$ cat src/rtl/ahb_cfg_sync.sv
// ahb_cfg_sync: synchronises an async req into HCLK and captures the SSP config bundle plus data channels
module ahb_cfg_sync #(
    parameter int DATA_WIDTH  = 16,
    parameter int ADDR_WIDTH  = 6,
    parameter int NUM_CH      = 2,
    parameter int SYNC_STAGES = 2,
    parameter bit HS_MODE     = 1'b0
) (
    input  logic                         HCLK,
    input  logic                         HRESET,
    input  logic                         req,
    input  logic [ADDR_WIDTH-1:0]        DADR,
    input  logic [ADDR_WIDTH-1:0]        CADR,
    input  logic                         DLEN,
    input  logic                         DBIT,
    input  logic [NUM_CH*DATA_WIDTH-1:0] DATA_I,
    input  logic [NUM_CH-1:0]            DATA_WE,
    input  logic                         clr_err,
    output logic                         ack,
    output logic                         REGs_ready,
    output logic [ADDR_WIDTH-1:0]        DADR_O,
    output logic [ADDR_WIDTH-1:0]        CADR_O,
    output logic                         DLEN_O,
    output logic                         DBIT_O,
    output logic [NUM_CH*DATA_WIDTH-1:0] DATA_O,
    output logic                         busy,
    output logic                         err_ovr
);
    typedef enum logic [1:0] {IDLE, ACK, WAIT_LOW} state_t;

    state_t                         state_q, state_d;
    logic [SYNC_STAGES-1:0]         sync_q, sync_d;
    logic                           req_dly_q, req_dly_d;
    logic                           ack_q, ack_d;
    logic                           rdy_q, rdy_d;
    logic [ADDR_WIDTH-1:0]          dadr_q, dadr_d;
    logic [ADDR_WIDTH-1:0]          cadr_q, cadr_d;
    logic                           dlen_q, dlen_d;
    logic                           dbit_q, dbit_d;
    logic [NUM_CH*DATA_WIDTH-1:0]   data_q, data_d;
    logic                           err_q, err_d;
    logic                           req_s, evt, ovr;

    // Synchroniser shift, edge/toggle detection, handshake FSM and capture muxing
    always_comb begin
        sync_d    = {sync_q[SYNC_STAGES-2:0], req};
        req_s     = sync_q[SYNC_STAGES-1];
        req_dly_d = req_s;
        evt       = HS_MODE ? (req_s ^ req_dly_q) : (req_s & ~req_dly_q);
        state_d   = state_q;
        ack_d     = ack_q;
        rdy_d     = 1'b0;
        dadr_d    = dadr_q;
        cadr_d    = cadr_q;
        dlen_d    = dlen_q;
        dbit_d    = dbit_q;
        data_d    = data_q;
        ovr       = 1'b0;
        case (state_q)
            IDLE: if (evt) begin
                dadr_d  = DADR;
                cadr_d  = CADR;
                dlen_d  = DLEN;
                dbit_d  = DBIT;
                for (int k = 0; k < NUM_CH; k++)
                    data_d[k*DATA_WIDTH +: DATA_WIDTH] = DATA_WE[k] ? DATA_I[k*DATA_WIDTH +: DATA_WIDTH]
                                                                    : data_q[k*DATA_WIDTH +: DATA_WIDTH];
                rdy_d   = 1'b1;
                ack_d   = HS_MODE ? ~ack_q : 1'b1;
                state_d = ACK;
            end
            ACK: begin
                ovr     = evt;
                state_d = HS_MODE ? IDLE : WAIT_LOW;
            end
            WAIT_LOW: if (!req_s) begin
                ack_d   = 1'b0;
                state_d = IDLE;
            end
            default: state_d = IDLE;
        endcase
        err_d = ovr | (err_q & ~clr_err);
    end

    // State and capture registers, cleared asynchronously
    always_ff @(posedge HCLK or posedge HRESET) begin
        if (HRESET) begin
            state_q   <= IDLE;
            sync_q    <= '0;
            req_dly_q <= 1'b0;
            ack_q     <= 1'b0;
            rdy_q     <= 1'b0;
            dadr_q    <= '0;
            cadr_q    <= '0;
            dlen_q    <= 1'b0;
            dbit_q    <= 1'b0;
            data_q    <= '0;
            err_q     <= 1'b0;
        end else begin
            state_q   <= state_d;
            sync_q    <= sync_d;
            req_dly_q <= req_dly_d;
            ack_q     <= ack_d;
            rdy_q     <= rdy_d;
            dadr_q    <= dadr_d;
            cadr_q    <= cadr_d;
            dlen_q    <= dlen_d;
            dbit_q    <= dbit_d;
            data_q    <= data_d;
            err_q     <= err_d;
        end
    end

    assign ack        = ack_q;
    assign REGs_ready = rdy_q;
    assign DADR_O     = dadr_q;
    assign CADR_O     = cadr_q;
    assign DLEN_O     = dlen_q;
    assign DBIT_O     = dbit_q;
    assign DATA_O     = data_q;
    assign busy       = (state_q != IDLE);
    assign err_ovr    = err_q;
endmodule

$ cat config.mk
export PLATFORM = sky130hd
export DESIGN_NAME = ahb_cfg_sync
export DESIGN_NICKNAME = d
export VERILOG_FILES = /design/src/rtl/ahb_cfg_sync.sv
export SDC_FILE = /design/constraint.sdc
export NUM_CORES = 1
export LEC_CHECK = 0
export BUFFER_PORTS_ARGS = -buffer_cell sky130_fd_sc_hd__buf_4
export CAP_MARGIN = 20
export CORE_ASPECT_RATIO = 0.8
export CORE_MARGIN = 4
export CORE_UTILIZATION = 49
export DETAILED_ROUTE_END_ITERATION = 16
export GPL_TIMING_DRIVEN = 0
export PLACE_DENSITY_LB_ADDON = 0.1
export SLEW_MARGIN = 20
export SYNTH_ARGS = -nofsm -noshare
export SYNTH_HDL_FRONTEND = slang
export SYNTH_SLANG_ARGS = --single-unit
$ cat constraint.sdc
create_clock -name HCLK -period 4.4 [get_ports HCLK]
set_clock_uncertainty 0.2 [all_clocks]
set_input_delay 0.44 -clock HCLK [delete_from_list [all_inputs] [get_ports HCLK]]
set_output_delay 0.44 -clock HCLK [all_outputs]
set_load 0.005 [all_outputs]
=== Word-level counts from Yosys, hierarchy flattened ===
Cells that the tools add are included.

* Output and inout port bits: 50
* Logic and storage cells: 38
* Input port bits: 52
* Flip-flop bits (word level): 54

* Mux-type cells: 9
* Bitwise operators: 5
* Reduce and logical (&&, ||, !) cells: 8
* Equality and inequality tests: 4

{| class="wikitable"
|+ Operators by type and width
! cell !! count
|-
| 3-bit AND reduction || 3
|-
| 2-bit case mux with 3 select lines || 1
|-
| 1-bit two-way mux || 5
|-
| 2-bit two-way mux || 2
|-
| 2-bit inequality test (second input constant) || 2
|-
| 2-bit AND reduction || 2
|-
| 2-bit nonzero test || 2
|-
| 1-bit bitwise AND || 2
|-
| 2-bit by 1-bit == test with 1-bit output (second input constant) || 1
|-
| 2-bit == test (second input constant) || 1
|-
| 2-bit zero test || 1
|-
| 1-bit inverter || 2
|-
| 1-bit case mux with 2 select lines || 1
|-
| 1-bit OR || 1
|}

=== Longest topological paths before layout ===
* Word-level depth: 4
* Mapped depth: 4
* Gate-level depth less buffers: 3

=== Worst setup path after synthesis ===
OpenSTA, ideal clock, no wires.

* Path type: reg2reg
* Start: register state_q[1]
* End: register data_q[0] (netlist: DATA_O[0])
* Path buffers: 1
* Path slack: 2.473 ns
* Stages on the path, launching flop included: 5
* Required time: 4.075 ns
* Data arrival time: 1.602 ns
* Path through: dfrtp_1 > nor4b_4 > nand2_4 > buf_6 > mux2_4

* Word-level cells in the longest chain between the ends: 2

{| class="wikitable"
|+ Ends and longest elaborated chain
! element !! RTL line !! RTL
|-
| start, declared || 31 || <nowiki>state_t state_q, state_d;</nowiki>
|-
| start signal, assigned || 100 || <nowiki>state_q <= state_d;</nowiki>
|-
| 2-bit zero test || 59 || <nowiki>case (state_q)</nowiki>
|-
| 3-bit AND reduction (no source line) || -- ||
|-
| end signal, assigned || 109 || <nowiki>data_q <= data_d;</nowiki>
|-
| end, declared || 40 || <nowiki>logic [NUM_CH*DATA_WIDTH-1:0] data_q, data_d;</nowiki>
|}

No other way between the ends.
A chain may end at the register's enable or synchronous reset.

=== Worst setup path in the final report ===
* Start: register state_q[0]
* End: register data_q[8] (netlist: DATA_O[8])

Same word-level chain as after synthesis.

==> metrics.md <==
| Metric | Value |
|---|---|
| I/O pin count | 102 |
| Top-count cell post-synth | dfrtp_1 |
| Avg Cell Area, Syn | 17.6 µm² |
| HP Class | input port to register |
| RSZ-0062 raised after global routing | false |
| Vias | between 1,000 and 1,500 |
| Critical path type | register to register |
| Synth top area share | 0.645 |
| Max cap viols | 0 |
| Sequential area share after synthesis | 0.645 |
| CTS tree | yes |
| Dpl hpwl | around 3.5 mm |
| Crit path time final | around 2.2 ns |
| First-pass GRT wire length | slightly above 7 mm |
| Fraction of registers with async set or reset after synthesis | 1.00 |
| P&R area growth vs syn | 44.7% |
| Initial antenna violation count | 0 |
| WP data arrival | approximately 2.2 ns |
| H-tree levels | 2 |
| Critical path capture point type | register |
| Number of fill cells | roughly 260 |
| Row cnt | 20 |
| Core area | slightly below 4000 µm² |
| Clk Latency, worst-skew pair | 0.30 ns |
| Worst EP required | 4.38 ns |
| Synthesized instance count | between 100 and 150 |
| Port bufs | between 100 and 150 |
| Synth top cells by count | dfrtp_1 (54), mux2_2 (26), mux2_4 (20) |
| Die Ht | 66.5 µm |
| Hold Slack | ~0.05 ns |
| Largest net degree at the start of global routing | 34 |
| Main flop type after synthesis | dfrtp_1 |
| CTS buffer count | 5 |
| Die Width | approximately 80 µm |
| P per Cell Area | ~460 nW/µm² |
| Worst slew pin tran | 0.707 ns |
| LEAKAGE | 1.55 nW |
| Initial Utilization | 0.530 |
| VDD IR max | a little under 0.3 mV |
| Routed WL | approximately 4.4 mm |
| Root Buffer | clkbuf_8 |
| Leading area contributor after synthesis | dfrtp_1 |
| Setup Viol. Count Final | 0 |
| Non-Filler Instances | 284 |
| Grt ovf | 0 |
| Worst setup SP type | register |
| Synth unique cells | 17 |
| Total track usage | 0.175 |
| Max Slew Vio Count | 0 |
| Number of synthesized flops with an enable pin | 0 |
| Placer Congestion | approximately 0.7 |
| Max clock buf depth | 2 |
| Inserted Diodes | 0 |
| Synth Warn # | 0 |
| Crit share post-route | 0.492 |
| Relative slew slack | 0.527 |
| Max FO, Critical Path | 10 |
| Sink Count | 54 |
| Wire per inst | around 15 µm |
| FMAX | 462 MHz |
| TritonRoute pass-1 iters | 3 |
| Setup TNS | 0 ns |
| Net Count, Synth | ~170 |
| Final hold vios | 0 |
| Drt initial violations | 83 |
| Mapped Area | approximately 2100 µm² |
| Top post-synthesis cells by area | dfrtp_1 (65%), mux2_4 (14%), mux2_2 (14%), nor4b_4 (1.1%), buf_6 (1.1%) |
| Die ar. | about 5400 µm² |
| Number of global-route vias before repair | around 1,500 |
| DRC violations left | 0 |
| Status | finished, final reports clean |
| Final #Nets | ~280 |
| Seq cells post-synth | 54 |
| Worst-path clk slew | ~0.10 ns |
| Detail Route Antenna Nets | 0 |
| Vias per cell | ~4.8 |
| Share of cells above drive strength 1 | 0.712 |
| Cell count after placement | around 280 |
## layout make-up
type / count / area [µm²] / share of cell area
Tap cell: 55 / 68.8 / 0.0227
Clock inverter: 2 / 10.0 / 0.00330
Timing Repair Buffer: 103 / 788 / 0.260
Buffer: 3 / 30.0 / 0.00991
Inverter: 3 / 11.3 / 0.00372
Clock buffer: 5 / 68.8 / 0.0227
Multi-Input combinational cell: 59 / 702 / 0.232
Sequential cell: 54 / 1350 / 0.446
## power breakdown
group          total [mW]  switching [mW]  internal, mW
registers           0.703          0.0770         0.626
logic               0.445           0.130         0.315
clock network       0.254           0.147         0.107
## final timing paths
| path | start | endpoint | slack [ns] | cells past startpoint |
|---|---|---|---|---|
| worst max-delay path | state_q[0]$_DFFE_PP0P_ | DATA_O[8]$_DFFE_PP0P_ | 2.23 | 4 |
| worst min-delay path | req | sync_q[0]$_DFF_PP0_ | 0.05 | 1 |
| worst max register to register | state_q[0]$_DFFE_PP0P_ | DATA_O[8]$_DFFE_PP0P_ | 2.23 | 4 |
| worst min register to register | sync_q[0]$_DFF_PP0_ | sync_q[1]$_DFF_PP0_ | 0.15 | 0 |
| max in group asynchronous | HRESET | DATA_O[14]$_DFFE_PP0P_ | 2.93 | 4 |
| min in group asynchronous | HRESET | DATA_O[25]$_DFFE_PP0P_ | 0.52 | 3 |
## cells by family after synthesis
kind of cell,Yosys count,synth area share
simple gates,10,0.0430
flops,54,0.645
mux,46,0.283
buf+inv,6,0.0197
compound gates,3,0.00896
## flip-flops by register name, indices dropped and copies added (netlist names)
register / cells
DATA_O: 32
CADR_O: 6
DADR_O: 6
state_q: 2
sync_q: 2
DBIT_O: 1
DLEN_O: 1
REGs_ready: 1
ack: 1
err_ovr: 1
req_dly_q: 1
## timing repair
action | in CTS | in global routing
buffers inserted | 0 | 0
endpoints found under the hold margin | 21 | 0
gates resized for setup | 0 | 0
hold buffers | 1 | 0
endpoints found under the setup margin | 0 | 0
## per-stage QoR
step / setup slack (ns) / power [mW] / util / instance area (µm²)
CTS: 2.22 / 1.42 / 0.766 / 3030
floorplan: 2.45 / 0.887 / - / 2090
global placement: 1.93 / 1.14 / 0.739 / 2920
finish: 2.23 / 1.40 / 0.766 / 3030
global route: 2.14 / 1.49 / 0.766 / 3030
detailed placement: 2.24 / 1.17 / 0.744 / 2940
## worst max-delay path, stage by stage, from the launching register on
cell	delay [ns]
dfrtp_1	0.48
nor4b_4	0.68
nand2_4	0.17
buf_6	0.20
mux2_4	0.30
## placed cells by master, fill, tap and decap left out, types with 2 or more instances in the layout
master and n:
buf_4 102, dfrtp_1 54, mux2_2 26, mux2_4 20, clkbuf_8 5, o21ai_0 2
nand2_4 2, buf_6 2, inv_1 2, clkinv_2 2
## metal layers
layer / wire length, µm / track usage / vias up / share of wire
met3: 459 / 0.0622 / 9 / 0.10
met4: 53 / 0.0485 / 0 / 0.012
li1: - / - / 630 / -
met5: 0 / 0 / - / 0
met2: 2210 / 0.304 / 60 / 0.50
met1: 1670 / 0.204 / 652 / 0.38
Note: power is estimated with default switching activity, not from simulation.
